==> config.mk <==
export PLATFORM = sky130hd
export DESIGN_NAME = to_lower_stream
export DESIGN_NICKNAME = d
export VERILOG_FILES = /design/src/rtl/to_lower_stream.sv
export SDC_FILE = /design/constraint.sdc
export NUM_CORES = 1
export LEC_CHECK = 0
export ABC_AREA = 1
export ABC_CLOCK_PERIOD_IN_PS = 3600
export CAP_MARGIN = 20
export CELL_PAD_IN_SITES_DETAIL_PLACEMENT = 1
export CELL_PAD_IN_SITES_GLOBAL_PLACEMENT = 1
export CORE_MARGIN = 10
export CORE_UTILIZATION = 40
export DETAILED_ROUTE_END_ITERATION = 10
export HOLD_SLACK_MARGIN = 0.1
export PLACE_DENSITY = 0.86
export SLEW_MARGIN = 20
export SYNTH_ARGS = -nofsm -noshare
export SYNTH_HDL_FRONTEND = slang
export SYNTH_SLANG_ARGS = --single-unit
==> constraint.sdc <==
create_clock -name clk -period 3.6 [get_ports clk]
set_input_delay 0.72 -clock clk [delete_from_list [all_inputs] [get_ports clk]]
set_output_delay 0.72 -clock clk [all_outputs]
set_load 0.02 [all_outputs]
==> src/rtl/to_lower_stream.sv <==
// Byte stream to-lower converter with an output FIFO.
// Define TO_LOWER_STREAM_STATS_EN to enable the conv_count statistic.
module to_lower_stream #(
  parameter int DEPTH = 4
) (
  input  logic       clk,
  input  logic       rst,
  input  logic       in_valid,
  output logic       in_ready,
  input  logic [7:0] in_data,
  output logic       out_valid,
  input  logic       out_ready,
  output logic [7:0] out_data,
  output logic [7:0] conv_count
);

  localparam int AW = $clog2(DEPTH);
  localparam logic [AW:0] FULL = (AW+1)'(DEPTH);

  logic [7:0]    mem [DEPTH];
  logic [AW-1:0] wptr;
  logic [AW-1:0] rptr;
  logic [AW:0]   occ;
  logic          push;
  logic          pop;
  logic          is_upper;
  logic [7:0]    lower;

  assign in_ready  = occ < FULL;
  assign out_valid = occ != '0;
  assign push      = in_valid && in_ready;
  assign pop       = out_valid && out_ready;

  assign is_upper = (in_data >= 8'h41) &&
                    (in_data <= 8'h5A);
  assign lower    = is_upper ? in_data + 8'h20
                             : in_data;

  // Empty FIFO shows 0x00 rather than a stale entry.
  assign out_data = out_valid ? mem[rptr] : 8'h00;

  always_ff @(posedge clk) begin
    if (rst) begin
      wptr <= '0;
      rptr <= '0;
      occ  <= '0;
    end else begin
      if (push) wptr <= wptr + AW'(1);
      if (pop)  rptr <= rptr + AW'(1);
      unique case ({push, pop})
        2'b10:   occ <= occ + (AW+1)'(1);
        2'b01:   occ <= occ - (AW+1)'(1);
        default: occ <= occ;
      endcase
    end
  end

  always_ff @(posedge clk) begin
    if (!rst && push) mem[wptr] <= lower;
  end

`ifdef TO_LOWER_STREAM_STATS_EN
  logic [7:0] cnt;

  always_ff @(posedge clk) begin
    if (rst) begin
      cnt <= 8'h00;
    end else if (push && is_upper &&
                 cnt != 8'hFF) begin
      cnt <= cnt + 8'h01;
    end
  end

  assign conv_count = cnt;
`else
  assign conv_count = 8'h00;
`endif

endmodule
======== After elaboration in Yosys (flattened, before gate mapping) ========
Memories as Yosys holds them, arrays and structs flattened. A register that Yosys moved wholly into a read port is not among the register bits.
Cells that the tools add are included.
word-level totals
  register bits after elaboration ......... 7
  bits in latches ......................... 0
  memory bits (writable) .................. 32
  bits in read-only memories .............. 0
  input bits .............................. 12
  output and inout bits ................... 18
  word-level logic and storage cells ...... 28
  memories kept ........................... 1
operators by class
  $add $sub $neg .......................... 5
  $mul .................................... 0
  divide/modulo/power cells ............... 0
  magnitude comparators ................... 3
  eq/ne operators ......................... 2
  shift operators ......................... 0
  mux-type cells .......................... 7
  bitwise gates (word level) .............. 0
  reductions and logical operators ........ 7
memories
  name  depth  bits a word  rd ports  clocked after Yosys merged registers in  write ports  RTL line  source
  mem   4      8            1         1                                        1            20        logic [7:0] mem [DEPTH];
operators by type and width
  kind                 count
  $mux 8               2
  $add 8x6->8 const B  1
  $ge 8x7->1 const B   1
  $le 8x7->1 const B   1
  $pmux 3 s2           1
  $add 2x1->2 const B  2
  $logic_and 1x1->1    4
  $mux 2               2
  $add 3x1->3 const B  1
  $lt 3x3->1 const B   1
  $reduce_bool 3->1    1
  $sub 3x1->3 const B  1
  $eq 2x1->1 const B   1
  $eq 2x2->1 const B   1
  $mux 1               2
  $reduce_bool 2->1    1
  $logic_not 1->1      1

======== Depth between registers and ports, before layout ========
Gate-level depths: netlist of the first run.
  depth after elaboration ................. 5
  gate-level depth with buffers ........... 13
  mapped depth without buffers ............ 13

======== Least setup slack after synthesis of the first run ========
Ideal clock, no wire load.
  kind .................................... input -> register
  from .................................... in out_ready
  to ...................................... reg occ[2]
  library setup time ...................... 113 ps
  arrival ................................. 1733 ps
  data required time ...................... 3487 ps
  slack ................................... 1754 ps
  cell stages on the path ................. 11
  path buffers ............................ 0
  cells stage by stage .................... nand2_1 > inv_1 > ha_1 > inv_1 > fa_1 > inv_1 > nand2_1 > nand3_1 > nand2_1 > nand2_1 > nor2_1
on the way
  longest elaborated chain between the ends .. 3
  elaborated cells between the ends (all ways) .. 5
  those cells by class .................... 2 x eq/ne; 1 x mux; 2 x reduce/logical
ends and longest elaborated chain
  item                                                    RTL line  source
  from (decl)                                             12        input logic out_ready,
  $logic_and 1x1->1 (*)                                   32        assign pop = out_valid && out_ready;
  $eq 2x1->1 / $eq 2x2->1 (equally long branches)         50        unique case ({push, pop})
  $pmux 3 s2 / $reduce_bool 2->1 (equally long branches)  -
  to (signal assigned)                                    51        2'b10: occ <= occ + (AW+1)'(1);
  to (signal assigned)                                    52        2'b01: occ <= occ - (AW+1)'(1);
  to (decl)                                               23        logic [AW:0] occ;
Mark *: on every way between the ends. The rest lies on a longest branch, timed or not.
A chain may end at the register's enable or synchronous reset.

==> metrics.txt, run 1 <==
# TYPE chip_impl_metric gauge
chip_impl_metric{name="synth-seq-cells",unit=""} 41
chip_impl_metric{name="worst_ep_required_time",unit="ps"} 2880
chip_impl_info{name="crit_chain",value="inv_2 > o21ai_0 > a21oi_1 > clkdlybuf4s50_1"} 1
chip_impl_metric{name="layout-drive-gt1-share",unit=""} 0.0372
chip_impl_metric{name="detailed_place.area",unit="sq um"} 2090
chip_impl_metric{name="average_vias_per_placed_instance",unit=""} 4.88
chip_impl_metric{name="vias_in_the_first_global_route",unit=""} 1461
chip_impl_metric{name="worst_hold_slack",unit="ps"} 523
chip_impl_info{name="grt_setup_unrepaired",value="false"} 1
chip_impl_metric{name="setup_viol",unit=""} 0
chip_impl_metric{name="grt_pass1_wl",unit="um"} 6600
chip_impl_metric{name="period_minus_slack",unit="ps"} 2880
chip_impl_metric{name="finalClockSkew",unit="ps"} 6.70
chip_impl_info{name="path_class",value="flip-flop to output port"} 1
chip_impl_metric{name="wire_per_inst",unit="um"} 15.1
chip_impl_metric{name="tightest_slew",unit="ps"} 786
chip_impl_metric{name="yosysTopAreaCellShare",unit=""} 0.510
chip_impl_info{name="leading_cell_type_in_the_layout_fill_and_taps_excluded",value="nor2_1"} 1
chip_impl_metric{name="final.period_utilization",unit=""} 0.801
chip_impl_metric{name="total_power",unit="mW"} 1.47
chip_impl_metric{name="hold_buffers",unit=""} 0
chip_impl_metric{name="fin_tns_setup",unit="ps"} 0
chip_impl_metric{name="drt_iter0_drc",unit=""} 46
chip_impl_metric{name="power-per-cell-area",unit="nW/um^2"} 673
chip_impl_metric{name="postSynthAreaPerCell",unit="sq um"} 9.87
chip_impl_metric{name="detailedPlacementHpwl",unit="um"} 3160
chip_impl_metric{name="port-buffer-count",unit=""} 21
chip_impl_info{name="mostFrequentLayoutCells",value="44 x nor2_1, 32 x edfxtp_1, 23 x inv_1"} 1
chip_impl_metric{name="slew-limit-headroom",unit=""} 0.474
chip_impl_metric{name="groute.usage.overall",unit=""} 0.111
chip_impl_metric{name="achievable-frequency",unit="GHz"} 0.347
chip_impl_metric{name="fp.dieArea",unit="sq um"} 7860
chip_impl_metric{name="yosys.cell_types.count",unit=""} 18
chip_impl_metric{name="remaining_drc_errors",unit=""} 0
chip_impl_metric{name="drv_slew",unit=""} 0
chip_impl_metric{name="cts_max_path_buffers",unit=""} 2
chip_impl_info{name="startpoint_type",value="flip-flop"} 1
chip_impl_metric{name="areaGrowthSynthToFinish",unit="%"} 15.6
chip_impl_metric{name="antenna_violations_before_repair",unit=""} 0
chip_impl_info{name="cp-end-kind",value="output port"} 1
chip_impl_metric{name="postSynthCellCount",unit=""} 191
chip_impl_metric{name="h-tree-depth",unit=""} 2
chip_impl_metric{name="layout.nets",unit=""} 233
chip_impl_metric{name="ports_placed_on_the_boundary",unit=""} 30
chip_impl_info{name="outcome",value="complete, no violations"} 1
chip_impl_metric{name="synthesis.area",unit="sq um"} 1880
chip_impl_info{name="worst_path_max_delay_cell",value="dfxtp_1"} 1
chip_impl_metric{name="cts.clk_slew.worst_paths",unit="ps"} 70
chip_impl_metric{name="cp_max_fo",unit=""} 17
chip_impl_info{name="clock_tree.root_cell",value="clkbuf_8"} 1
chip_impl_info{name="synth.top_cells.by_area",value="edfxtp_1 51%, dfxtp_1 9.6%, nor2_1 8.8%, inv_1 4.6%, buf_4 4.0%"} 1
chip_impl_info{name="cts_tree",value="built"} 1
chip_impl_metric{name="fp.coreArea",unit="sq um"} 4440
chip_impl_metric{name="cts-buffers-inserted",unit=""} 5
chip_impl_metric{name="gr-total-overflow",unit=""} 0
chip_impl_metric{name="vdd.ir_drop.worst",unit="V"} 0.000303
chip_impl_metric{name="finish.utilization",unit=""} 0.490
chip_impl_metric{name="route.antenna.remaining_nets",unit=""} 0
chip_impl_info{name="hp_class",value="flip-flop to flip-flop"} 1
chip_impl_metric{name="critical_path.max_stage_delay",unit="ps"} 700
chip_impl_metric{name="crit_arrival",unit="ps"} 2160
chip_impl_metric{name="cts_post_setup_buffers_inserted",unit=""} 0
chip_impl_metric{name="initial_utilization",unit=""} 0.424
chip_impl_metric{name="num_rows",unit=""} 24
chip_impl_metric{name="routed-via-count",unit=""} 1304
chip_impl_metric{name="drt-pass1-iter-count",unit=""} 4
chip_impl_metric{name="worst-path-buf-inv",unit=""} 2
chip_impl_metric{name="gpl_congestion",unit=""} 0.731
chip_impl_metric{name="cap_violations",unit=""} 0
chip_impl_metric{name="die-width",unit="um"} 88.6
chip_impl_metric{name="diodes",unit=""} 0
chip_impl_metric{name="final_area",unit="sq um"} 2180
chip_impl_metric{name="cts_repair_resize_count",unit=""} 0
chip_impl_info{name="synthDominantAreaCellType",value="edfxtp_1"} 1
chip_impl_metric{name="hold_viol",unit=""} 0
chip_impl_metric{name="grt_start_max_net_pins",unit=""} 18
chip_impl_metric{name="postRouteWirelength",unit="um"} 4030
chip_impl_metric{name="die_height",unit="um"} 88.6
chip_impl_info{name="critical-path-top-delay-family",value="buffers and inverters"} 1
chip_impl_metric{name="leakage",unit="nW"} 0.854
chip_impl_metric{name="clock_insertion_delay_worst_skew",unit="ps"} 290
chip_impl_metric{name="ys_seq_area_frac",unit=""} 0.606
chip_impl_metric{name="clock-sinks",unit=""} 41
chip_impl_metric{name="total_of_warnings_raised_by_yosys",unit=""} 0
-- worst register-to-register path, stage by stage (launching register included) --
cell,delay (ps)
dfxtp_1,360
nor2_1,60
nand2_1,140
nand2_1,110
inv_1,100
ha_1,170
inv_1,70
fa_1,380
inv_1,70
nand2_1,40
nand3_1,80
nand2_1,60
nand2_1,50
nor2_1,40
-- metal layers --
layer	routed length, um	share of wire	up-vias	global-route usage
li1	-	-	653	-
met1	1680	0.42	618	0.113
met2	2130	0.53	27	0.211
met3	161	0.040	6	0.0248
met4	55	0.014	0	0.0441
met5	0	0	-	0
-- final timing paths --
| kind | from | end | slack, ps | cells after the start |
|---|---|---|---|---|
| worst max-delay path | flip-flop | out_data[1] | 720 | 4 |
| worst min-delay path | rptr[1] | rptr[1] | 520 | 2 |
| worst max register to register | occ[1] | occ[2] | 1740 | 13 |
| worst min register to register | rptr[1] | rptr[1] | 520 | 2 |
-- cell usage after synthesis --
cell type	instances
a21oi_1	13
buf_4	10
buf_6	2
conb_1	1
dfxtp_1	9
edfxtp_1	32
fa_1	1
ha_1	6
inv_1	23
inv_2	1
nand2_1	20
nand3_1	5
nand4_1	2
nor2_1	44
nor2_2	1
o21ai_0	10
o21ai_1	10
o21bai_1	1
-- logic make-up after synthesis --
family | Yosys count | share of synthesized area
adder cells (fa/ha/maj) | 7 | 0.0505
buffers and inverters | 36 | 0.0996
flip-flops | 41 | 0.606
other | 1 | 0.00199
AND/OR/NAND/NOR | 72 | 0.151
AO/OA/AOI/OAI | 34 | 0.0916
-- cell type report --
cell class | instances | area [sq um]
fillers | 511 | 2270
flip-flops and latches | 41 | 1140
multi-input cells | 121 | 582
repair buffers | 21 | 210
clock buffers | 8 | 90.1
inverters | 24 | 90.1
well taps | 52 | 65.1
-- state kept, by name, indices dropped and copies added (netlist names), named ones only --
signal / count
rptr: 2
occ: 3
mem: 32
wptr: 2
-- per-stage QoR --
step	worst slack, ps	std cells
after floorplan	1750	198
after global placement	1070	259
after detailed placement	1030	259
after CTS	709	267
after global routing	556	267
final	717	267
-- power breakdown --
group	leakage, nW	total [mW]	switching, mW	internal [mW]
Sequential	0.364	0.607	0.0426	0.564
Combinational	0.444	0.564	0.349	0.215
Clock	0.0455	0.294	0.138	0.156
Power figures use the tool's default switching activity.
==> run 2, diff against run 1 <==
ABC_CLOCK_PERIOD_IN_PS = 2950   (was 3600)
clock period = 2.95 ns   (was 3.6 ns; I/O delays follow)
==> metrics.txt, run 2 (synthesis results as in run 1) <==
# TYPE chip_impl_metric gauge
chip_impl_metric{name="fin_tns_setup",unit="ps"} 0
chip_impl_info{name="clock_tree.root_cell",value="clkbuf_8"} 1
chip_impl_metric{name="final.period_utilization",unit=""} 0.928
chip_impl_info{name="worst_path_max_delay_cell",value="dfxtp_1"} 1
chip_impl_metric{name="grt_start_max_net_pins",unit=""} 18
chip_impl_metric{name="num_rows",unit=""} 24
chip_impl_metric{name="reg2reg_slack",unit="ps"} 1120
chip_impl_metric{name="finish.utilization",unit=""} 0.496
chip_impl_metric{name="layout.area.seq",unit="sq um"} 1140
chip_impl_metric{name="clock-sinks",unit=""} 41
chip_impl_info{name="worst_r2r_start",value="occ[0]"} 1
chip_impl_info{name="critical-path-top-delay-family",value="buffers and inverters"} 1
chip_impl_info{name="regToRegEndpoint",value="occ[2]"} 1
chip_impl_metric{name="initial_utilization",unit=""} 0.424
chip_impl_metric{name="vias_in_the_first_global_route",unit=""} 1398
chip_impl_metric{name="crit_arrival",unit="ps"} 2150
chip_impl_metric{name="antenna_violations_before_repair",unit=""} 0
chip_impl_metric{name="hold_buffers",unit=""} 0
chip_impl_metric{name="pint",unit="mW"} 1.13
chip_impl_metric{name="whs_path_depth",unit=""} 2
chip_impl_metric{name="cts_repair_resize_count",unit=""} 0
chip_impl_metric{name="postRouteWirelength",unit="um"} 4040
chip_impl_metric{name="cp_max_fo",unit=""} 17
chip_impl_info{name="hp_class",value="flip-flop to flip-flop"} 1
chip_impl_metric{name="slew-limit-headroom",unit=""} 0.607
chip_impl_info{name="top_flop_regs",value="mem x32, occ x3"} 1
chip_impl_info{name="worst_setup_path_endpoint",value="out_data[7]"} 1
chip_impl_info{name="leading_cell_type_in_the_layout_fill_and_taps_excluded",value="nor2_1"} 1
chip_impl_metric{name="p_seq_frac",unit=""} 0.415
chip_impl_metric{name="comb_power_share",unit=""} 0.394
chip_impl_metric{name="multi_input_area",unit="sq um"} 582
chip_impl_metric{name="total_power",unit="mW"} 1.77
chip_impl_metric{name="worst-path-buf-inv",unit=""} 2
chip_impl_metric{name="cts-buffers-inserted",unit=""} 5
chip_impl_metric{name="gr-total-overflow",unit=""} 0
chip_impl_info{name="cp-end-kind",value="output port"} 1
chip_impl_metric{name="layout.nets",unit=""} 238
chip_impl_metric{name="period_minus_slack",unit="ps"} 2740
chip_impl_metric{name="cts.clk_slew.worst_paths",unit="ps"} 70
chip_impl_metric{name="cts_max_path_buffers",unit=""} 2
chip_impl_metric{name="areaGrowthSynthToFinish",unit="%"} 17.1
chip_impl_metric{name="route.antenna.remaining_nets",unit=""} 0
chip_impl_metric{name="grt_pass1_wl",unit="um"} 6400
chip_impl_metric{name="port-buffer-count",unit=""} 21
chip_impl_metric{name="gpl_congestion",unit=""} 0.720
chip_impl_metric{name="drt_iter0_drc",unit=""} 102
chip_impl_metric{name="setup_viol",unit=""} 0
chip_impl_metric{name="power-per-cell-area",unit="nW/um^2"} 804
chip_impl_info{name="grt_setup_unrepaired",value="false"} 1
chip_impl_metric{name="remaining_drc_errors",unit=""} 0
chip_impl_metric{name="leakage",unit="nW"} 0.875
chip_impl_metric{name="layout-drive-gt1-share",unit=""} 0.0545
chip_impl_metric{name="achievable-frequency",unit="GHz"} 0.365
chip_impl_metric{name="number_of_flip_flops_in_the_largest_register",unit=""} 32
chip_impl_metric{name="fill_cells",unit=""} 536
chip_impl_metric{name="drt-pass1-iter-count",unit=""} 4
chip_impl_info{name="outcome",value="complete, no violations"} 1
chip_impl_metric{name="finalClockSkew",unit="ps"} 1.89
chip_impl_metric{name="routed-via-count",unit=""} 1335
chip_impl_metric{name="drv_slew",unit=""} 0
chip_impl_info{name="mostFrequentLayoutCells",value="44 x nor2_1, 32 x edfxtp_1, 23 x inv_1"} 1
chip_impl_metric{name="crit_cells",unit=""} 4
chip_impl_metric{name="worst_ep_required_time",unit="ps"} 2360
chip_impl_info{name="cts_tree",value="built"} 1
chip_impl_metric{name="switching_share",unit=""} 0.365
chip_impl_info{name="crit_chain",value="inv_2 > o21ai_0 > a21oi_1 > clkdlybuf4s50_1"} 1
chip_impl_metric{name="detailedPlacementHpwl",unit="um"} 3110
chip_impl_metric{name="tightest_slew",unit="ps"} 589
chip_impl_metric{name="clock_power_share",unit=""} 0.191
chip_impl_metric{name="average_vias_per_placed_instance",unit=""} 4.91
chip_impl_metric{name="fp.dieArea",unit="sq um"} 7860
chip_impl_metric{name="clock_insertion_delay_worst_skew",unit="ps"} 290
chip_impl_metric{name="diodes",unit=""} 0
chip_impl_metric{name="ports_placed_on_the_boundary",unit=""} 30
chip_impl_metric{name="groute.usage.overall",unit=""} 0.109
chip_impl_metric{name="cap_violations",unit=""} 0
chip_impl_metric{name="worst_r2r_path_depth",unit=""} 13
chip_impl_metric{name="h-tree-depth",unit=""} 2
chip_impl_metric{name="die-width",unit="um"} 88.6
chip_impl_metric{name="wire_per_inst",unit="um"} 14.8
chip_impl_metric{name="critical_path.max_stage_delay",unit="ps"} 700
chip_impl_metric{name="hold_viol",unit=""} 0
chip_impl_metric{name="fp.coreArea",unit="sq um"} 4440
chip_impl_metric{name="cts_post_setup_buffers_inserted",unit=""} 0
chip_impl_info{name="path_class",value="flip-flop to output port"} 1
chip_impl_metric{name="power.switching",unit="mW"} 0.648
chip_impl_info{name="register_with_the_highest_flop_count",value="mem"} 1
chip_impl_metric{name="die_height",unit="um"} 88.6
chip_impl_metric{name="vdd.ir_drop.worst",unit="V"} 0.000371
chip_impl_info{name="startpoint_type",value="flip-flop"} 1
-- run 2: cell count changes in the layout (fill, tap and decap cells not counted) --
cell	previous run	this run
buf_4	0	5
clkbuf_8	6	5
clkinv_1	0	1
-- run 2: through the flow --
stage                     cells  cell area (sq um)  worst slack (ps)  hold slack (ps)
final                       272               2210               212              528
after global routing        272               2210              46.7              562
after CTS                   272               2210               190              532
after detailed placement    264               2130               523              517
after global placement      264               2130               629              503
after floorplan             198               1910              1190              459
-- run 2: power groups by stage --
stage	clock network (mW)	logic [mW]	registers [mW]
final	0.339	0.698	0.736
after CTS	0.348	0.711	0.735
after global routing	0.367	0.773	0.744
after detailed placement	0	0.708	0.748
after floorplan	0	0.462	0.719
after global placement	0	0.679	0.743
-- run 2: worst min path at each step --
stage	start	to	slack, ps
5_1_grt	rptr[1]	rptr[1]	560
2_1_floorplan	rptr[1]	flip-flop	460
4_1_cts	rptr[1]	rptr[1]	530
3_5_place_dp	rptr[1]	rptr[1]	520
3_3_place_gp	rptr[1]	rptr[1]	500
6_report	rptr[1]	rptr[1]	530
-- run 2: per-layer routing --
layer | part of all wire | wire length, um | global-route usage
met1 | 0.42 | 1700 | 0.109
met2 | 0.51 | 2070 | 0.199
met3 | 0.041 | 167 | 0.0276
met4 | 0.024 | 95 | 0.0617
met5 | 0 | 0 | 0
-- run 2: area by class of cell --
cell class,count,share of cell area
clock buffer,7,0.0346
clock inverter,1,0.00170
inverter,24,0.0408
multi-input combinational,121,0.264
sequential,41,0.517
tap,52,0.0295
timing repair buffer,26,0.112
-- run 2: worst min-delay path: stages (launching register included) --
cell	delay, ps
dfxtp_1	330
nand2_1	70
a21oi_1	70
